File: src/rtl/approx_adder_rr_scheduler_if.sv
// Request/response bus of the shared approximate-adder scheduler.
// master = requester side, slave = scheduler side.
interface approx_adder_rr_scheduler_if #(
  parameter int N_REQ = 4
);
  logic [N_REQ-1:0]   req_valid;
  logic [N_REQ-1:0]   req_ready;
  logic [4*N_REQ-1:0] req_a;
  logic [4*N_REQ-1:0] req_b;
  logic               resp_valid;
  logic               resp_ready;
  logic [2:0]         resp_id;
  logic [4:0]         resp_sum;
  logic               resp_fallback;

  modport master (
    output req_valid, req_a, req_b, resp_ready,
    input  req_ready, resp_valid, resp_id, resp_sum, resp_fallback
  );

  modport slave (
    input  req_valid, req_a, req_b, resp_ready,
    output req_ready, resp_valid, resp_id, resp_sum, resp_fallback
  );
endinterface

File: src/rtl/approx_adder_rr_scheduler.sv
// Round-robin scheduler sharing one external combinational approximate
// 4-bit adder among N_REQ requesters. Each approximate sum is compared
// against an exact sum; results off by more than ET are replaced by the
// exact sum and counted in a saturating fallback counter.
module approx_adder_rr_scheduler #(
  parameter int N_REQ = 4,
  parameter int ET    = 6,
  parameter int CNT_W = 16
) (
  input  logic                        clk,
  input  logic                        rst_n,
  approx_adder_rr_scheduler_if.slave  bus,
  output logic [3:0]                  add_a,
  output logic [3:0]                  add_b,
  input  logic [4:0]                  add_sum,
  input  logic                        cfg_force_exact,
  output logic [CNT_W-1:0]            fallback_cnt
);

  typedef enum logic [1:0] {S_IDLE, S_EXEC, S_RESP} state_t;

  state_t     state;
  logic [2:0] rr_ptr;
  logic [2:0] winner;
  logic [2:0] next_ptr;
  logic       any_valid;
  logic [7:0] valid8;
  logic [7:0] grant8;
  logic [31:0] a32;
  logic [31:0] b32;

  logic [4:0] exact;
  logic [5:0] diff;
  logic [5:0] err;
  logic       fb;
  logic       cnt_full;

  // Zero-extend the packed request vectors so indexing uses exact widths.
  assign valid8 = 8'(bus.req_valid);
  assign a32    = 32'(bus.req_a);
  assign b32    = 32'(bus.req_b);

  // Rotating priority search: first valid requester starting at rr_ptr.
  always_comb begin
    logic [3:0] cand;
    // NOTE: every variable gets a default before the loop so no latch is inferred.
    cand      = '0;
    winner    = '0;
    any_valid = 1'b0;
    // Walk the offsets downwards so the smallest offset wins last.
    for (int k = N_REQ - 1; k >= 0; k--) begin
      cand = {1'b0, rr_ptr} + 4'(k);
      if (cand >= 4'(N_REQ)) cand = cand - 4'(N_REQ);
      if (valid8[cand[2:0]]) begin
        winner    = cand[2:0];
        any_valid = 1'b1;
      end
    end
  end

  assign next_ptr = (winner == 3'(N_REQ - 1)) ? 3'd0 : winner + 3'd1;
  assign grant8   = 8'd1 << winner;

  // Grant strobe: one-hot to the winner, only while idle and out of reset.
  always_comb begin
    bus.req_ready = '0;
    if (rst_n && state == S_IDLE && any_valid) bus.req_ready = grant8[N_REQ-1:0];
  end

  // Error check of the shared adder's result against the exact sum.
  assign exact    = {1'b0, add_a} + {1'b0, add_b};
  assign diff     = {1'b0, add_sum} - {1'b0, exact};
  assign err      = diff[5] ? (6'd0 - diff) : diff;
  assign fb       = !cfg_force_exact && (err > 6'(ET));
  assign cnt_full = &fallback_cnt;

  // Control FSM with registered operands, response fields and counter.
  always_ff @(posedge clk) begin
    // NOTE: non-blocking assignments so every register sees pre-edge values.
    if (!rst_n) begin
      state             <= S_IDLE;
      rr_ptr            <= '0;
      add_a             <= '0;
      add_b             <= '0;
      bus.resp_valid    <= 1'b0;
      bus.resp_id       <= '0;
      bus.resp_sum      <= '0;
      bus.resp_fallback <= 1'b0;
      fallback_cnt      <= '0;
    end else begin
      case (state)
        S_IDLE: begin
          if (any_valid) begin
            add_a       <= a32[{winner, 2'b00} +: 4];
            add_b       <= b32[{winner, 2'b00} +: 4];
            bus.resp_id <= winner;
            rr_ptr      <= next_ptr;
            state       <= S_EXEC;
          end
        end
        S_EXEC: begin
          bus.resp_sum      <= (cfg_force_exact || fb) ? exact : add_sum;
          bus.resp_fallback <= fb;
          if (fb && !cnt_full) fallback_cnt <= fallback_cnt + CNT_W'(1);
          bus.resp_valid    <= 1'b1;
          state             <= S_RESP;
        end
        S_RESP: begin
          if (bus.resp_ready) begin
            bus.resp_valid <= 1'b0;
            state          <= S_IDLE;
          end
        end
        default: state <= S_IDLE;
      endcase
    end
  end

endmodule

File: src/flat_wrapper.sv
// flat-port wrapper written by rule: the top's interface ports become plain ports
module approx_adder_rr_scheduler_flat 
#(
  parameter int N_REQ = 4,
  parameter int ET    = 6,
  parameter int CNT_W = 16
)
  (clk, rst_n, add_a, add_b, add_sum, cfg_force_exact, fallback_cnt, bus_req_valid, bus_req_a, bus_req_b, bus_resp_ready, bus_req_ready, bus_resp_valid, bus_resp_id, bus_resp_sum, bus_resp_fallback);
  approx_adder_rr_scheduler_if #(.N_REQ(N_REQ)) bus_i ();
  input  logic clk;
  input  logic rst_n;
  output logic [3:0] add_a;
  output logic [3:0] add_b;
  input  logic [4:0] add_sum;
  input  logic cfg_force_exact;
  output logic [CNT_W-1:0] fallback_cnt;
  input wire logic [$bits(bus_i.req_valid)-1:0] bus_req_valid;
  input wire logic [$bits(bus_i.req_a)-1:0] bus_req_a;
  input wire logic [$bits(bus_i.req_b)-1:0] bus_req_b;
  input wire logic [$bits(bus_i.resp_ready)-1:0] bus_resp_ready;
  output wire logic [$bits(bus_i.req_ready)-1:0] bus_req_ready;
  output wire logic [$bits(bus_i.resp_valid)-1:0] bus_resp_valid;
  output wire logic [$bits(bus_i.resp_id)-1:0] bus_resp_id;
  output wire logic [$bits(bus_i.resp_sum)-1:0] bus_resp_sum;
  output wire logic [$bits(bus_i.resp_fallback)-1:0] bus_resp_fallback;
  assign bus_i.req_valid = bus_req_valid;
  assign bus_i.req_a = bus_req_a;
  assign bus_i.req_b = bus_req_b;
  assign bus_i.resp_ready = bus_resp_ready;
  assign bus_req_ready = bus_i.req_ready;
  assign bus_resp_valid = bus_i.resp_valid;
  assign bus_resp_id = bus_i.resp_id;
  assign bus_resp_sum = bus_i.resp_sum;
  assign bus_resp_fallback = bus_i.resp_fallback;
  approx_adder_rr_scheduler #(.N_REQ(N_REQ), .ET(ET), .CNT_W(CNT_W)) u_core (.clk(clk), .rst_n(rst_n), .bus(bus_i), .add_a(add_a), .add_b(add_b), .add_sum(add_sum), .cfg_force_exact(cfg_force_exact), .fallback_cnt(fallback_cnt));
endmodule
File: config.mk
export PLATFORM = sky130hd
export DESIGN_NAME = approx_adder_rr_scheduler_flat
export DESIGN_NICKNAME = d
export VERILOG_FILES = /design/src/rtl/approx_adder_rr_scheduler_if.sv /design/src/rtl/approx_adder_rr_scheduler.sv /design/src/flat_wrapper.sv
export SDC_FILE = /design/constraint.sdc
export NUM_CORES = 1
export LEC_CHECK = 0
export CORE_ASPECT_RATIO = 1.4
export CORE_UTILIZATION = 50
export DETAILED_ROUTE_END_ITERATION = 16
export GPL_ROUTABILITY_DRIVEN = 1
export PLACE_DENSITY = 0.84
export SLEW_MARGIN = 10
export SYNTH_ARGS = -nofsm -noshare
export SYNTH_HDL_FRONTEND = slang
export SYNTH_SLANG_ARGS = --single-unit
File: constraint.sdc
create_clock -name clk -period 6 [get_ports clk]
set_input_delay 1.5 -clock clk [delete_from_list [all_inputs] [get_ports clk]]
set_output_delay 1.5 -clock clk [all_outputs]
set_load 0.01 [all_outputs]
* Word level (Yosys, flattened, before mapping) *
Cells that the tools add are included.

operators by class
  equality and inequality tests = 5
  multiply operators = 0
  $add $sub $neg = 12
  div/mod/pow operators = 0
  reduce and logical (&&, ||, !) cells = 14
  magnitude comparators = 9
  bitwise gates (word level) = 0
  shifts and indexed selects = 3
  mux-type cells = 29

operators by type and width
  operator                 count
  $shiftx A32 B6 Y4        2
  $mux W3                  9
  $add A16 B1 Y16 const B  1
  $lt A3 B4 Y1 const B     4
  $reduce_and A16 Y1       1
  $bmux W1 S3              4
  $ge A4 B3 Y1 const B     3
  $sub A3 B3 Y3 const B    4
  $mux W1                  9
  $add A3 B2 Y4 const B    2
  $reduce_and A2 Y1        4
  $gt A6 B3 Y1 const B     1
  $mux W6                  1
  $pmux W2 S3              1
  $sub A1 B6 Y6 const A    1
  $sub A5 B5 Y6            1
  $add A4 B4 Y5            1
  $mux W5                  1
  $add A3 B1 Y4 const B    1
  $logic_and A1 B1 Y1      4
  $mux W2                  2
  $mux W4                  1
  $shl A1 B3 Y4 const A    1
  $add A3 B1 Y3 const B    1
  other kinds (11)         12

word-level totals
  memory bits (read-only) = 0
  output and inout bits = 38
  bits in registers = 39
  latch bits = 0
  memories = 0
  word-level logic and storage cells = 81
  bits in writable memories = 0
  bits of input ports = 45

* Longest topological paths before layout *
  word-level depth = 11
  gate-level depth with buffers = 16

* Least setup slack after synthesis *
Ideal clock, no wire load.

  path type = in2out
  start point = in bus_req_valid[0]
  end point = out bus_req_ready[3]
  stages = 10
  data required time = 4.500 ns
  path slack = 1.157 ns
  path buffers = 1
  arrival = 3.343 ns
  cell sequence = mux4_2 o21ai_0 nor2_1 o21ai_0 nor2_1 a21oi_1 clkbuf_1 inv_1 ha_1 and2_1

on the way
  word-level cells in the longest chain between the ends = 8

RTL lines
  item                           line                             text
  start: declaration             flat_wrapper.sv:17               input wire logic [$bits(bus_i.req_valid)-1:0] bus_req_valid;
  $bmux W1 S3                    approx_adder_rr_scheduler.sv:54  if (valid8[cand[2:0]]) begin
  $mux W1 (implied by the code)  approx_adder_rr_scheduler.sv:54
  $mux W3 (3 in a row)           approx_adder_rr_scheduler.sv:54
  $mux W3 *                      approx_adder_rr_scheduler.sv:54
  via u_core.winner[0]           approx_adder_rr_scheduler.sv:24  logic [2:0] winner;
  $shl A1 B3 Y4 *                approx_adder_rr_scheduler.sv:62  assign grant8 = 8'd1 << winner;
  $mux W4 *                      approx_adder_rr_scheduler.sv:67  if (rst_n && state == S_IDLE && any_valid) bus.req_ready = grant8[N_REQ-1:0];
  end: declaration               flat_wrapper.sv:21               output wire logic [$bits(bus_i.req_ready)-1:0] bus_req_ready;

The timed path passes the listed nets; every way through them passes the cells marked *. The select of a mux whose other input is x is not followed.

* Final worst setup path *
  start point = in bus_req_valid[0]
  end point = out bus_req_ready[0]

on the way
  word-level cells in the longest chain between the ends = 8

RTL lines
  item                                                         line
  $bmux W1 S3                                                  approx_adder_rr_scheduler.sv:54
  $mux W1 (implied by the code)                                approx_adder_rr_scheduler.sv:54
  $mux W3 / $mux W1 (equally long branches) (4 in a row)       approx_adder_rr_scheduler.sv:54
  $shl A1 B3 Y4 / $logic_and A1 B1 Y1 (equally long branches)  approx_adder_rr_scheduler.sv:62, approx_adder_rr_scheduler.sv:67
  $mux W4 *                                                    approx_adder_rr_scheduler.sv:67

Every way passes the cells marked *; elsewhere a longest branch is shown, timed or not. The select of a mux whose other input is x is not followed.

==> impl_metrics.csv <==
group,metric,value,unit
timing,post-route-period-util,95.1,%
layout,drive_gt1_share,9.80,%
worst_setup_path,crit_path_start_kind,"input pin",
synthesis,synth.area.mux_share,15.2,%
place,placed_cells,469,
detailed_routing,routedWlPerCell,14.5,µm
grt,grt_max_degree,42,
timing,tightest_slew,0.622,ns
worst_setup_path,critical_path_required,4.50,ns
timing,setup_ws,0.296,ns
timing,period_minus_slack,5.70,ns
detailed_routing,post_drt_via_cell_ratio,5.86,
clock_tree,cts_sinks,39,
grt,grt.total_usage,24.1,%
layout,area_growth,32.6,%
detailed_routing,dr.pass1.iters,4,
power_and_ir_drop,power_density,505,nW/µm²
floorplanning,die_w,66.1,µm
clock_tree,cts_max_path_buffers,2,
floorplanning,rows,32,
place,gp_congestion,0.818,
synthesis,netlist_area,2880,µm²
synthesis,synth_cell_types,65,
synthesis,yosysMostFrequentCell,"dfxtp_1",
hold_path,hold_path_class,"flop to flop",
synthesis,synth_top_family_by_area,"simple AND/OR/NAND/NOR gates",
detailed_routing,drc,0,
floorplanning,start_util,52.1,%
synthesis,avgSynthCellArea,8.61,µm²
synthesis,synthArstFlopShare,0,%
synthesis,synth-edff-count,0,
place,hpwl,5.38,mm
grt,grt_pass1_vias,2619,
detailed_routing,drtAntennaViolNets,0,
worst_setup_path,worstSetupPathType,"input pin to primary output",
synthesis,synthXorXnorAreaFrac,1.78,%
layout,antenna_cells,0,
grt,grt_overflow,0,
job,cap_viol_max_count,0,
synthesis,synth_seq_area_share,27.1,%
synthesis,synthFlopType,"dfxtp_1",
clock_tree,cts_resized,0,
power_and_ir_drop,leakagePower,1.52,nW
detailed_routing,wl,6.88,mm
synthesis,synth_fp_nets,396,
synthesis,ys_seq_elements,39,
timing,max_slew_margin,58.5,%
worst_setup_path,r2r_setup_slack,2.03,ns
timing,hold_viol_final,0,
timing,setup_viol,0,
synthesis,netlist.area_leader.share,27.1,%
synthesis,yosysWarnings,0,
detailed_routing,num_vias,2790,
clock_tree,clk_pin_slew,0.08,ns
timing,max_freq,175,MHz
synthesis,syn_inst,334,
clock_tree,root_buffer,"clkbuf_8",
clock_tree,cts_buffers,5,
detailed_routing,drt_iter0_markers,111,
grt,antenna_found_initial,0,
floorplanning,die_y,91.7,µm
floorplanning,die_area,6060,µm²
clock_tree,clkLatencyLatePin,0.29,ns
floorplanning,core-area,5530,µm²
place,port_buffers,82,
timing,grt_setup_unrepaired,"false",
worst_setup_path,worst-endpoint-arrival,4.20,ns
timing,fin_tns_setup,0,ns
status,status,"finished clean",
place,pre_cts_slack,0.205,ns
clock_tree,post-cts-setup-buffers,0,
grt,grt_pass1_wl,11.6,mm
synthesis,synth_compound_area_share,20.3,%
layout,final_cells,476,
layout,fin_nets,470,
synthesis,synth_top_cell_by_area,"dfxtp_1",
worst_setup_path,cp_max_fo,9,
power_and_ir_drop,peakVddDrop,0.416,mV
synthesis,synth_common_cells,"dfxtp_1 (39), mux2i_1 (31), nand2_1 (26)",
clock_tree,hold_buffers,0,
timing,drv_slew,0,
clock_tree,cts_tree,"yes",
clock_tree,cts_max_level,2,
worst_setup_path,cp-end-kind,"primary output",
synthesis,synthAdderAreaFrac,8.26,%
floorplanning,ioPinCount,83,
timing,skew,0.0104,ns
synthesis,ys_top_cells_by_area,"dfxtp_1 (27%), mux2i_1 (11%), ha_1 (6.5%)",
synthesis,yosys.area_share.simple,21.1,%
## registers in the layout, summed over array words and instances, names as in the netlist
name	flops
u_core.fallback_cnt	16
u_core.add_a	4
u_core.rr_ptr	3
u_core.add_b	4
u_core.bus.resp_id	3
u_core.state	2
u_core.bus.resp_fallback	1
u_core.bus.resp_valid	1
u_core.bus.resp_sum	5
## cell families after synthesis
group / Yosys count
adder cells (fa/ha/maj): 18
multiplexers: 41
XOR/XNOR: 5
AND/OR/NAND/NOR: 112
buffers and inverters: 38
flip-flops: 39
AO/OA/AOI/OAI: 81
## metrics by stage
step	utilization [%]	power [mW]	hold WS (ns)	cell area, µm²
after floorplan	-	1.39	0.481	2880
final	69.0	1.93	0.471	3810
after detailed placement	67.1	1.71	0.455	3710
after CTS	69.0	1.93	0.468	3810
after global placement	67.1	1.67	0.444	3710
after global routing	69.0	2.08	0.479	3810
## cells in the final DEF (no fill, tap or decap), drive strengths merged, types with 2 or more instances in the layout
cell type	instances
nand4b	4
nand2	26
o211ai	2
and3	6
nand4	6
nor4	2
a31o	4
o221ai	2
clkbuf	6
buf	4
a21o	3
o21ai	19
nor2	18
o21a	3
a311oi	3
a211oi	4
dfxtp	39
nand2b	11
nor3	5
o311ai	2
nor2b	3
inv	19
xnor2	5
o31a	4
mux2i	31
a21oi	18
a41o	2
mux2	9
o211a	2
nand3	17
and2	6
ha	15
clkdlybuf4s50	82
a311o	3
a22oi	2
fa	2
## routing by layer
metal | up-vias | global-route usage, % | part of all wire [%]
met5 | - | 0 | 0
met1 | 1326 | 28.1 | 41
li1 | 1367 | - | -
met3 | 12 | 4.10 | 4.3
met2 | 85 | 43.6 | 53
met4 | 0 | 6.91 | 1.4
## path summary, 6_finish.rpt
| check | startpoint | end | cells after the start |
|---|---|---|---|
| setup / recovery | bus_req_valid[0] | bus_req_ready[0] | 11 |
| hold / removal | u_core.bus.resp_id[1] | u_core.bus.resp_id[1] | 2 |
| hold reg to reg | u_core.bus.resp_id[1] | u_core.bus.resp_id[1] | 2 |
| setup reg to reg | u_core.add_a[0] | u_core.fallback_cnt[9] | 13 |
## report_power, final
group / internal (mW) / switching, mW / total, mW
combinational: 0.636 / 0.702 / 1.34
clock: 0.122 / 0.0872 / 0.209
sequential: 0.318 / 0.0629 / 0.381
## critical path: stages
cell             delay (ns)
clkdlybuf4s50_1        0.50
mux2i_1                0.08
a311o_1                0.32
o21ai_1                0.21
nor2_1                 0.09
a311o_1                0.37
inv_1                  0.16
nand2_2                0.15
inv_1                  0.13
and2_1                 0.15
clkdlybuf4s50_1        0.54
## layout make-up
| class | count | area (µm²) |
|---|---|---|
| multi-input combinational | 257 | 1920 |
| fill | 464 | 1710 |
| timing repair buffer | 86 | 851 |
| sequential | 39 | 781 |
| tap | 68 | 85.1 |
| clock buffer | 6 | 72.6 |
| inverter | 19 | 71.3 |
| clock inverter | 1 | 30.0 |
Note: power is estimated with default switching activity, not from simulation.
